`src/rtl/ps2_text_writer_pkg.sv`:
```
// ps2_text_writer_pkg: scan-code constants, FSM states and screen geometry defaults
package ps2_text_writer_pkg;
    localparam int DEF_COLS = 128;
    localparam int DEF_ROWS = 48;
    localparam logic [7:0] SC_BRK    = 8'hF0;
    localparam logic [7:0] SC_EXT    = 8'hE0;
    localparam logic [7:0] SC_LSHIFT = 8'h12;
    localparam logic [7:0] SC_RSHIFT = 8'h59;
    localparam logic [7:0] SC_CAPS   = 8'h58;
    localparam logic [7:0] SC_BKSP   = 8'h66;
    localparam logic [7:0] SC_ENTER  = 8'h5A;
    localparam logic [7:0] SC_SPACE  = 8'h29;
    localparam logic [7:0] SC_LEFT   = 8'h6B;
    localparam logic [7:0] SC_RIGHT  = 8'h74;
    localparam logic [7:0] SC_UP     = 8'h75;
    localparam logic [7:0] SC_DOWN   = 8'h72;
    typedef enum logic [2:0] {ST_IDLE, ST_BRK, ST_EXT, ST_EXT_BRK, ST_WRITE} state_t;
endpackage

```
`src/rtl/ps2_text_writer_if.sv`:
```
// ps2_text_writer_if: scan-code input and text-RAM port-A / cursor outputs
interface ps2_text_writer_if #(
    parameter int ADDR_W = 13,
    parameter int CHAR_W = 7
);
    logic              scan_ready;
    logic [7:0]        scan_code;
    logic              we;
    logic [ADDR_W-1:0] addr;
    logic [CHAR_W-1:0] din;
    logic [ADDR_W-1:0] cursor_addr;
    logic              shift_on;
    modport master (output scan_ready, scan_code, input we, addr, din, cursor_addr, shift_on);
    modport slave  (input scan_ready, scan_code, output we, addr, din, cursor_addr, shift_on);
endinterface

```
`src/rtl/ps2_scan_decode.sv`:
```
// ps2_scan_decode: set-2 make code to 7-bit ASCII; entry = {is_letter, unshifted, shifted}
module ps2_scan_decode
    import ps2_text_writer_pkg::*;
(
    input  logic [7:0] i_code,
    input  logic       i_shift,
    input  logic       i_caps,
    output logic       o_valid,
    output logic [6:0] o_char
);
    logic [16:0] w_ent;
    logic        w_up;
    always_comb begin
        case (i_code)
            8'h1C: w_ent = {1'b1, "aA"};  8'h32: w_ent = {1'b1, "bB"};  8'h21: w_ent = {1'b1, "cC"};
            8'h23: w_ent = {1'b1, "dD"};  8'h24: w_ent = {1'b1, "eE"};  8'h2B: w_ent = {1'b1, "fF"};
            8'h34: w_ent = {1'b1, "gG"};  8'h33: w_ent = {1'b1, "hH"};  8'h43: w_ent = {1'b1, "iI"};
            8'h3B: w_ent = {1'b1, "jJ"};  8'h42: w_ent = {1'b1, "kK"};  8'h4B: w_ent = {1'b1, "lL"};
            8'h3A: w_ent = {1'b1, "mM"};  8'h31: w_ent = {1'b1, "nN"};  8'h44: w_ent = {1'b1, "oO"};
            8'h4D: w_ent = {1'b1, "pP"};  8'h15: w_ent = {1'b1, "qQ"};  8'h2D: w_ent = {1'b1, "rR"};
            8'h1B: w_ent = {1'b1, "sS"};  8'h2C: w_ent = {1'b1, "tT"};  8'h3C: w_ent = {1'b1, "uU"};
            8'h2A: w_ent = {1'b1, "vV"};  8'h1D: w_ent = {1'b1, "wW"};  8'h22: w_ent = {1'b1, "xX"};
            8'h35: w_ent = {1'b1, "yY"};  8'h1A: w_ent = {1'b1, "zZ"};
            8'h45: w_ent = {1'b0, "0)"};  8'h16: w_ent = {1'b0, "1!"};  8'h1E: w_ent = {1'b0, "2@"};
            8'h26: w_ent = {1'b0, "3#"};  8'h25: w_ent = {1'b0, "4$"};  8'h2E: w_ent = {1'b0, "5%"};
            8'h36: w_ent = {1'b0, "6^"};  8'h3D: w_ent = {1'b0, "7&"};  8'h3E: w_ent = {1'b0, "8*"};
            8'h46: w_ent = {1'b0, "9("};
            8'h0E: w_ent = {1'b0, "`~"};  8'h4E: w_ent = {1'b0, "-_"};  8'h55: w_ent = {1'b0, "=+"};
            8'h54: w_ent = {1'b0, "[{"};  8'h5B: w_ent = {1'b0, "]}"};  8'h5D: w_ent = {1'b0, 8'h5C, 8'h7C};
            8'h4C: w_ent = {1'b0, ";:"};  8'h52: w_ent = {1'b0, 8'h27, 8'h22}; 8'h41: w_ent = {1'b0, ",<"};
            8'h49: w_ent = {1'b0, ".>"};  8'h4A: w_ent = {1'b0, "/?"};
            SC_SPACE: w_ent = {1'b0, "  "};
            default:  w_ent = '0;
        endcase
    end
    assign w_up    = w_ent[16] ? (i_shift ^ i_caps) : i_shift;
    assign o_valid = |w_ent[15:0];
    assign o_char  = w_up ? w_ent[6:0] : w_ent[14:8];
endmodule

```
`src/rtl/ps2_text_writer.sv`:
```
// ps2_text_writer: PS/2 scan codes to text-RAM writes at a wrapping hardware cursor.
// Optional Caps Lock toggle on code 58 when PS2_TEXT_WRITER_CAPS_EN is defined.
module ps2_text_writer
    import ps2_text_writer_pkg::*;
#(
    parameter int COLS   = DEF_COLS,
    parameter int ROWS   = DEF_ROWS,
    parameter int ADDR_W = 13,
    parameter int CHAR_W = 7
) (
    input logic              clk,
    input logic              reset,
    ps2_text_writer_if.slave bus
);
    localparam int COL_W = $clog2(COLS);
    localparam int ROW_W = $clog2(ROWS);
    state_t            r_state;
    logic [1:0]        r_sync;
    logic              r_edge, r_vld, r_pend, r_we, r_adv, r_shift;
    logic [7:0]        r_code;
    logic [ADDR_W-1:0] r_addr;
    logic [CHAR_W-1:0] r_din;
    logic [ROW_W-1:0]  r_row;
    logic [COL_W-1:0]  r_col;
    logic              w_byte, w_valid, w_caps, w_col_last, w_row_last, w_shift_code;
    logic [6:0]        w_char;
    logic [ROW_W-1:0]  w_row_nxt, w_row_up, w_row_dn, w_row_fw, w_row_bk;
    logic [COL_W-1:0]  w_col_fw, w_col_bk;
`ifdef PS2_TEXT_WRITER_CAPS_EN
    logic r_caps;
    assign w_caps = r_caps;
    always_ff @(posedge clk or negedge reset)
        if (!reset) r_caps <= 1'b0;
        else if (r_state == ST_IDLE && w_byte && r_code == SC_CAPS) r_caps <= ~r_caps;
`else
    assign w_caps = 1'b0;
`endif
    ps2_scan_decode u_dec (
        .i_code (r_code),
        .i_shift(r_shift),
        .i_caps (w_caps),
        .o_valid(w_valid),
        .o_char (w_char)
    );
    assign w_byte       = r_vld | r_pend;
    assign w_shift_code = (r_code == SC_LSHIFT) || (r_code == SC_RSHIFT);
    assign w_col_last   = r_col == COL_W'(COLS - 1);
    assign w_row_last   = r_row == ROW_W'(ROWS - 1);
    assign w_row_nxt    = w_row_last ? '0 : r_row + ROW_W'(1);
    assign w_row_up     = (r_row == '0) ? r_row : r_row - ROW_W'(1);
    assign w_row_dn     = w_row_last ? r_row : r_row + ROW_W'(1);
    assign w_col_fw     = w_col_last ? '0 : r_col + COL_W'(1);
    assign w_row_fw     = w_col_last ? w_row_nxt : r_row;
    // stepping back from column 0 of row 0 pins the cursor at the origin
    assign w_col_bk     = (r_col != '0) ? r_col - COL_W'(1) : (r_row == '0) ? '0 : COL_W'(COLS - 1);
    assign w_row_bk     = (r_col != '0) ? r_row : w_row_up;
    always_ff @(posedge clk or negedge reset) begin
        if (!reset) begin
            r_sync  <= '0;
            r_edge  <= 1'b0;
            r_vld   <= 1'b0;
            r_code  <= '0;
            r_pend  <= 1'b0;
            r_we    <= 1'b0;
            r_adv   <= 1'b0;
            r_addr  <= '0;
            r_din   <= '0;
            r_shift <= 1'b0;
            r_row   <= '0;
            r_col   <= '0;
            r_state <= ST_IDLE;
        end else begin
            r_sync <= {r_sync[0], bus.scan_ready};
            r_edge <= r_sync[1];
            r_vld  <= r_sync[1] & ~r_edge;
            if (r_sync[1] & ~r_edge) r_code <= bus.scan_code;
            // a byte landing in WRITE is replayed from r_code in the next IDLE cycle
            r_pend <= (r_state == ST_WRITE) & r_vld;
            r_we   <= 1'b0;
            case (r_state)
                ST_IDLE: if (w_byte) begin
                    if (r_code == SC_BRK) r_state <= ST_BRK;
                    else if (r_code == SC_EXT) r_state <= ST_EXT;
                    else if (w_shift_code) r_shift <= 1'b1;
                    else if (r_code == SC_ENTER) begin
                        r_row <= w_row_nxt;
                        r_col <= '0;
                    end else if (r_code == SC_BKSP) begin
                        r_row   <= w_row_bk;
                        r_col   <= w_col_bk;
                        r_addr  <= {w_row_bk, w_col_bk};
                        r_din   <= CHAR_W'(7'h20);
                        r_we    <= 1'b1;
                        r_adv   <= 1'b0;
                        r_state <= ST_WRITE;
                    end else if (w_valid) begin
                        r_addr  <= {r_row, r_col};
                        r_din   <= CHAR_W'(w_char);
                        r_we    <= 1'b1;
                        r_adv   <= 1'b1;
                        r_state <= ST_WRITE;
                    end
                end
                ST_BRK: if (w_byte) begin
                    if (w_shift_code) r_shift <= 1'b0;
                    r_state <= ST_IDLE;
                end
                ST_EXT: if (w_byte) begin
                    r_state <= (r_code == SC_BRK) ? ST_EXT_BRK : ST_IDLE;
                    if (r_code == SC_LEFT) begin
                        r_row <= w_row_bk;
                        r_col <= w_col_bk;
                    end
                    if (r_code == SC_RIGHT) begin
                        r_row <= w_row_fw;
                        r_col <= w_col_fw;
                    end
                    if (r_code == SC_UP) r_row <= w_row_up;
                    if (r_code == SC_DOWN) r_row <= w_row_dn;
                end
                ST_EXT_BRK: if (w_byte) r_state <= ST_IDLE;
                ST_WRITE: begin
                    r_state <= ST_IDLE;
                    if (r_adv) begin
                        r_row <= w_row_fw;
                        r_col <= w_col_fw;
                    end
                end
                default: r_state <= ST_IDLE;
            endcase
        end
    end
    assign bus.we          = r_we;
    assign bus.addr        = r_addr;
    assign bus.din         = r_din;
    assign bus.cursor_addr = {r_row, r_col};
    assign bus.shift_on    = r_shift;
endmodule

```
`src/flat_wrapper.sv`:
```
// flat-port wrapper written by rule: the top's interface ports become plain ports
module ps2_text_writer_flat import ps2_text_writer_pkg::*;
#(
    parameter int COLS   = DEF_COLS,
    parameter int ROWS   = DEF_ROWS,
    parameter int ADDR_W = 13,
    parameter int CHAR_W = 7
)
  (clk, reset, bus_scan_ready, bus_scan_code, bus_we, bus_addr, bus_din, bus_cursor_addr, bus_shift_on);
  ps2_text_writer_if #(.ADDR_W(ADDR_W), .CHAR_W(CHAR_W)) bus_i ();
  input logic clk;
  input logic reset;
  input wire logic [$bits(bus_i.scan_ready)-1:0] bus_scan_ready;
  input wire logic [$bits(bus_i.scan_code)-1:0] bus_scan_code;
  output wire logic [$bits(bus_i.we)-1:0] bus_we;
  output wire logic [$bits(bus_i.addr)-1:0] bus_addr;
  output wire logic [$bits(bus_i.din)-1:0] bus_din;
  output wire logic [$bits(bus_i.cursor_addr)-1:0] bus_cursor_addr;
  output wire logic [$bits(bus_i.shift_on)-1:0] bus_shift_on;
  assign bus_i.scan_ready = bus_scan_ready;
  assign bus_i.scan_code = bus_scan_code;
  assign bus_we = bus_i.we;
  assign bus_addr = bus_i.addr;
  assign bus_din = bus_i.din;
  assign bus_cursor_addr = bus_i.cursor_addr;
  assign bus_shift_on = bus_i.shift_on;
  ps2_text_writer #(.COLS(COLS), .ROWS(ROWS), .ADDR_W(ADDR_W), .CHAR_W(CHAR_W)) u_core (.clk(clk), .reset(reset), .bus(bus_i));
endmodule
```
`config.mk`:
```
export PLATFORM = sky130hd
export DESIGN_NAME = ps2_text_writer_flat
export DESIGN_NICKNAME = d
export VERILOG_FILES = /design/src/rtl/ps2_text_writer_pkg.sv /design/src/rtl/ps2_text_writer_if.sv /design/src/rtl/ps2_scan_decode.sv /design/src/rtl/ps2_text_writer.sv /design/src/flat_wrapper.sv
export SDC_FILE = /design/constraint.sdc
export NUM_CORES = 1
export LEC_CHECK = 0
export BUFFER_PORTS_ARGS = -buffer_cell sky130_fd_sc_hd__buf_2
export CAP_MARGIN = 25
export CORE_MARGIN = 2
export CORE_UTILIZATION = 65
export CTS_CLUSTER_DIAMETER = 200
export DETAILED_ROUTE_END_ITERATION = 8
export GPL_TIMING_DRIVEN = 0
export MAX_ROUTING_LAYER = met4
export PLACE_DENSITY_LB_ADDON = 0.25
export SETUP_SLACK_MARGIN = 0.3
export SYNTH_ARGS = -nofsm -noshare
export SYNTH_HDL_FRONTEND = slang
export SYNTH_SLANG_ARGS = --single-unit
export TNS_END_PERCENT = 10
```
`constraint.sdc`:
```
create_clock -name clk -period 9.7 [get_ports clk]
set_input_delay 0.97 -clock clk [delete_from_list [all_inputs] [get_ports clk]]
set_output_delay 0.97 -clock clk [all_outputs]
set_load 0.005 [all_outputs]
```
==> impl_metrics.yaml, run 1 <==
status:
  status: "complete, but fails checks"
  violations: "design-rule violations"
place:
  routabilityCongestion: 1.10
  hpwl_mm: 11.6
  port_buffers: 45
  placed_cells: 774
  post-place-ws_ns: 5.94
  placed_area_sq_mm: 0.00521
cells_and_area:
  insertedDiodeCount: 0
  drive_gt1_share_pct: 16.0
  stdcell_area_sq_mm: 0.00533
  final_cells: 782
  syn_to_final_growth_pct: 10.0
  final_nets: 704
sta:
  worst_slack_ns: 5.72
  period_share_pct: 41.1
  slew_viol_final: 0
  timing.setup.tns_ns: 0
  hold_viol_final: 0
  skew_ns: 0.0153
  rsz0062_at_grt: "no"
  fmax_mhz: 251
  finalSetupViolations: 0
  period_needed_ns: 3.98
  worstMarginPinSlew_ns: 0.836
  max_slew_margin_pct: 43.8
synth:
  synth.top_cell.area_share_pct: 26.9
  yosys-top-cells-area: "dfrtp_1 (27%), o21ai_0 (5.7%), a21oi_1 (5.3%)"
  synthMuxAreaShare_pct: 9.84
  synthAdderAreaFrac_pct: 2.84
  yosys.area_share.simple_pct: 25.9
  synth_compound_area_share_pct: 26.0
  yosysMostFrequentCell: "nor2_1"
  synth_fp_nets: 651
  yosysWarnings: 0
  synth_edf_count: 0
  avgSynthCellArea_sq_um: 7.70
  yosys.area.top_type: "dfrtp_1"
  async_reset_ff_share_pct: 100
  syn_inst: 629
  synth_commonest_cells: "nor2_1 (63), nand2_1 (59), o21ai_0 (55)"
  synth_area_sq_mm: 0.00484
  synth_top_family_by_area: "compound AO/OA/AOI/OAI gates"
  synth_ff_type: "dfrtp_1"
  seq_area_frac_synth_pct: 26.9
  ys_seq_elements: 52
  synth_xor_area_share_pct: 2.17
  ys_types: 73
floorplanning:
  fp.dieH_um: 90.3
  io_pins: 46
  core_sq_mm: 0.00721
  dieArea_sq_mm: 0.00816
  rows: 31
  initial_core_util_pct: 67.1
  die_w_um: 90.3
route:
  via_count: 5470
  drc_errors: 1
  drtIter0Drc: 1026
  ant_nets: 0
  wl_per_cell_um: 20.2
  wl_mm: 15.8
  drtPass1Iterations: 9
  drt-vias-per-instance: 6.99
global_route:
  grt_overflow: 0
  grt_max_degree: 28
  grt_antenna_before_repair: 0
  gr-usage-all-layers_pct: 39.7
  grt_pass1_vias: 5046
  grt_pass1_wl_mm: 25.6
clock_tree:
  clk_latency_ns: 0.33
  clkSinkCount: 52
  post-cts-setup-buffers: 0
  cts_buffer_depth: 2
  cts_inserted_buffers: 5
  ctsRootBufferMaster: "clkbuf_8"
  htree_levels: 2
  cts_tree: "built"
  post_cts_resized: 0
  clk_pin_slew_ns: 0.11
  cts_hold_buffers: 0
hold_path:
  min_to: "u_core.r_sync[1]$_DFF_PN0_"
  whs_path_depth: 0
  hp-class: "reg -> reg"
  worstHoldStart: "u_core.r_sync[0]$_DFF_PN0_"
worst_setup_path:
  r2r-start: "u_core.r_code[1]$_DFFE_PN0P_"
  reg2reg_to: "u_core.bus.addr[6]$_DFFE_PN0P_"
  critPathCaptureType: "flop"
  r2r_slack_ns: 5.72
  cp_max_fo: 10
  cp.required_ns: 9.92
  worst_ep_arrival_time_ns: 4.20
  path_class: "reg -> reg"
  reg2reg_depth: 11
  crit_path_start_kind: "flop"
flow_run:
  cap_violations: 0
power:
  power_density_mw_per_mm2: 236
  irDropWorstVdd_mv: 0.156
  power_mw: 1.26
  leakagePower_nw: 2.23
-- routing by layer --
layer,track usage [%],wire (um),vias to the layer above
li1,-,-,2411
met1,54.3,6280,2456
met2,56.2,6430,476
met3,11.2,2260,127
met4,14.7,851,0
met5,-,0,-
-- worst max-delay path, cell delays in order, from the launching register on --
cell and delay [ns]:
dfrtp_1 0.41, buf_2 0.25, inv_1 0.17, ha_1 0.25
clkbuf_1 0.32, and3_1 0.29, o21ai_0 0.38, nand2_1 0.15
nor4_1 0.76, o31a_2 0.35, buf_6 0.21, mux2_4 0.33
-- per-stage QoR --
stage,hold slack (ns),utilization (%)
after detailed placement,0.352,72.2
after floorplan,0.331,-
after CTS,0.382,73.8
after global placement,0.345,72.0
final,0.377,73.8
after global routing,0.382,73.8
-- logic make-up (layout without fill, tap and decap cells) --
group,count (synthesis),count (layout)
simple gates,249,249
compound gates,199,199
buf+inv,68,122
flops,52,52
mux,38,38
xor+xnor,12,12
fa+ha+maj,11,11
-- cell type report --
class | instances | area (sq um)
well taps | 99 | 124
flip-flops and latches | 52 | 1300
clock inverters | 3 | 46.3
fillers | 593 | 1890
repair buffers | 46 | 245
plain buffers | 52 | 251
multi-input cells | 509 | 3230
clock buffers | 5 | 68.8
inverters | 16 | 60.1
-- power breakdown --
group / internal [mW] / switching (mW) / total [mW] / leakage (nW)
combinational: 0.303 / 0.460 / 0.763 / 1.50
sequential: 0.282 / 0.0528 / 0.334 / 0.667
clock: 0.0784 / 0.0819 / 0.160 / 0.0600
total: 0.663 / 0.595 / 1.26 / 2.23
-- registers in the layout (all words and copies together), names as in the netlist --
| signal | cells |
|---|---|
| u_core.r_vld | 1 |
| u_core.bus.shift_on | 1 |
| u_core.bus.addr | 13 |
| u_core.r_sync | 2 |
| u_core.r_col | 7 |
| u_core.bus.we | 1 |
| u_core.r_row | 6 |
| u_core.bus.din | 7 |
| u_core.r_edge | 1 |
| u_core.r_adv | 1 |
| u_core.r_pend | 1 |
| u_core.r_code | 8 |
| u_core.r_state | 3 |
-- layout by cell type (no fill, tap or decap), types with 3 or more instances in the layout --
cell type   n
nor2_1     63
nand2_1    59
o21ai_0    55
buf_2      54
dfrtp_1    52
a21oi_1    51
clkbuf_1   32
a31oi_1    22
nand2b_1   20
nor3_1     20
mux2_4     16
nand3_1    15
inv_1      14
mux2_2     13
nor2b_1    12
ha_1       11
xnor2_1    10
mux2i_1     9
o22ai_1     9
nand4_1     8
and2_1      8
or3_1       7
and3_1      7
nor3b_1     6
nor4_1      6
o31ai_1     5
o211ai_1    5
buf_6       5
clkbuf_8    5
a211oi_1    4
buf_1       4
o21bai_1    3
o21a_1      3
a21o_1      3
a22oi_1     3
and4_1      3
or2_2       3
-- how the worst max path moves through the flow --
stage                                            start                             end  slack [ns]  depth (start not counted)
after CTS                 u_core.r_code[1]$_DFFE_PN0P_  u_core.bus.addr[6]$_DFFE_PN0P_        5.92                         11
after floorplan           u_core.r_code[1]$_DFFE_PN0P_  u_core.bus.addr[0]$_DFFE_PN0P_        6.55                         12
final                     u_core.r_code[1]$_DFFE_PN0P_  u_core.bus.addr[6]$_DFFE_PN0P_        5.72                         11
after detailed placement  u_core.r_code[1]$_DFFE_PN0P_  u_core.bus.addr[6]$_DFFE_PN0P_        5.94                         11
after global routing      u_core.r_code[1]$_DFFE_PN0P_  u_core.bus.addr[2]$_DFFE_PN0P_        5.59                         11
after global placement    u_core.r_code[1]$_DFFE_PN0P_  u_core.bus.addr[6]$_DFFE_PN0P_        6.00                         11
Note: power is estimated with default switching activity, not from simulation.
==> run 2: changes to the inputs <==
- CORE_UTILIZATION: 65 -> 55
- clock period: 9.7 -> 3.4 ns (I/O delays scaled with it)
==> run 2 against run 1 <==
Register-to-register slack got worse by 5.5 ns; hold slack got worse by 0.35 ns; worst setup slack got worse by 5.5 ns; cell area is 5.3% higher; critical endpoint is now u_core.bus.addr[3]$_DFFE_PN0P_; largest cell class unchanged; non-clock buffer count rose by 15; the run now ends clean; global-route usage is 4.6 points lower.
==> impl_metrics.yaml, run 2 (same netlist as run 1, synthesis figures left out) <==
route:
  drtPass1Iterations: 5
  wl_mm: 16.5
  ant_nets: 0
  drc_errors: 0
  wl_per_cell_um: 20.5
  drtIter0Drc: 622
  drt-vias-per-instance: 6.75
  via_count: 5439
sta:
  skew_ns: 0.0192
  rsz0062_at_grt: "yes"
  hold_viol_final: 0
  slew_viol_final: 0
  period_share_pct: 94.8
  finalSetupViolations: 0
  whs_ns: 0.0249
  worstMarginPinSlew_ns: 0.651
  fmax_mhz: 310
  period_needed_ns: 3.22
  max_slew_margin_pct: 56.1
cells_and_area:
  layout_common_cells: "nor2_1 (60), nand2_1 (59), o21ai_0 (52), a21oi_1 (51), dfrtp_1 (51)"
  num-fill-cells: 786
  final-seq-area_sq_mm: 0.00130
  largest_reg_flops: 13
  multi_input_area_sq_mm: 0.00334
  syn_to_final_growth_pct: 15.9
  insertedDiodeCount: 0
  stdcell_area_sq_mm: 0.00561
  drive_gt1_share_pct: 21.8
  mostFrequentLayoutCell: "nor2_1"
  final_nets: 719
  final_cells: 806
floorplanning:
  rows: 34
  core_sq_mm: 0.00864
  initial_core_util_pct: 56.1
  io_pins: 46
  fp.dieH_um: 97.8
  die_w_um: 97.8
  dieArea_sq_mm: 0.00957
power:
  p_sw_mw: 1.72
  pwr-share-clk_pct: 9.9
  irDropWorstVdd_mv: 0.536
  intPower_mw: 1.92
  leakagePower_nw: 2.35
  power_density_mw_per_mm2: 648
  combPwrFrac_pct: 63.9
  power_frac_seq_pct: 26.2
  swShare_pct: 47.2
global_route:
  gr-usage-all-layers_pct: 35.0
  grt_antenna_before_repair: 0
  grt_pass1_vias: 5219
  grt_max_degree: 29
  grt_overflow: 0
  grt_pass1_wl_mm: 26.4
worst_setup_path:
  path_cells: "buf_6 -> clkinvlp_4 -> ha_4 -> buf_4 -> o211ai_1 -> nor2_1 -> o22ai_1 -> o21ai_1 -> a31oi_2 -> nand4b_1 -> o31a_4 -> buf_12 -> mux2_4"
  critPathBufInv: 4
  critPathCaptureType: "flop"
  crit_path_start_kind: "flop"
  path_class: "reg -> reg"
  cp_top_family: "compound AO/OA/AOI/OAI gates"
  slowest_stage: "o31a_4"
  worst_ep_arrival_time_ns: 3.41
  cp_max_fo: 10
  cp.required_ns: 3.59
  critPathMaxStageDelay_ns: 0.44
status:
  status: "finished, final reports clean"
clock_tree:
  htree_levels: 2
  ctsRootBufferMaster: "clkbuf_8"
  cts_hold_buffers: 0
  clk_latency_ns: 0.31
  clkSinkCount: 52
  cts_tree: "built"
  cts_inserted_buffers: 5
  clk_pin_slew_ns: 0.10
  cts_buffer_depth: 2
flow_run:
  cap_violations: 0
place:
  port_buffers: 45
  placed_cells: 783
  routabilityCongestion: 1.07
  hpwl_mm: 12.2
  placed_area_sq_mm: 0.00523
hold_path:
  hp-class: "in -> async"
run 2: repair_timing:
action                     in CTS  in global routing
cloned                          0                  1
pin swaps                       4                  4
resized for setup              22                 29
setup buffers                  12                  2
setup endpoints to repair      34                 36
run 2: area by class of cell:
cell class	count	share of cell area [%]
plain buffers	52	5.33
clock buffers	5	1.23
clock inverters	3	0.379
inverters	16	1.14
multi-input cells	509	59.6
flip-flops and latches	52	23.2
well taps	108	2.41
repair buffers	61	6.69
run 2: routing by layer:
layer | up-vias | global-route usage (%) | part of all wire (%)
met4 | 0 | 12.1 | 3.1
met2 | 388 | 50.3 | 43
li1 | 2443 | - | -
met3 | 68 | 8.73 | 11
met1 | 2540 | 48.3 | 43
met5 | - | - | 0
run 2: final timing paths:
kind                                                   start                              to  slack, ns  cells past startpoint
min in group clk                              bus_scan_ready      u_core.r_sync[0]$_DFF_PN0_       0.14                      1
worst min register to register    u_core.r_sync[0]$_DFF_PN0_      u_core.r_sync[1]$_DFF_PN0_       0.36                      0
worst max register to register  u_core.r_code[1]$_DFFE_PN0P_  u_core.bus.addr[3]$_DFFE_PN0P_       0.18                     13
worst max-delay path            u_core.r_code[1]$_DFFE_PN0P_  u_core.bus.addr[3]$_DFFE_PN0P_       0.18                     13
worst min-delay path                                   reset         u_core.bus.we$_DFF_PN0_       0.02                      1
max in group asynchronous                              reset    u_core.r_code[0]$_DFFE_PN0P_       2.80                      2
run 2: power groups by stage:
stage	Combinational, mW	Sequential, mW	Clock (mW)
4_1_cts	2.18	0.947	0.368
2_1_floorplan	1.48	0.956	0
3_5_place_dp	2.08	0.963	0
5_1_grt	2.52	0.974	0.392
3_3_place_gp	2.06	0.952	0
6_report	2.32	0.952	0.359
run 2: per-stage QoR:
stage | TNS (ns) | setup WS, ns | power, mW | util, %
floorplan | 0 | 0.356 | 2.43 | -
global placement | -3.92 | -0.257 | 3.01 | 60.3
detailed placement | -5.51 | -0.334 | 3.05 | 60.5
CTS | 0 | 0.177 | 3.50 | 63.5
global route | 0 | 0.0702 | 3.88 | 65.0
finish | 0 | 0.178 | 3.63 | 65.0
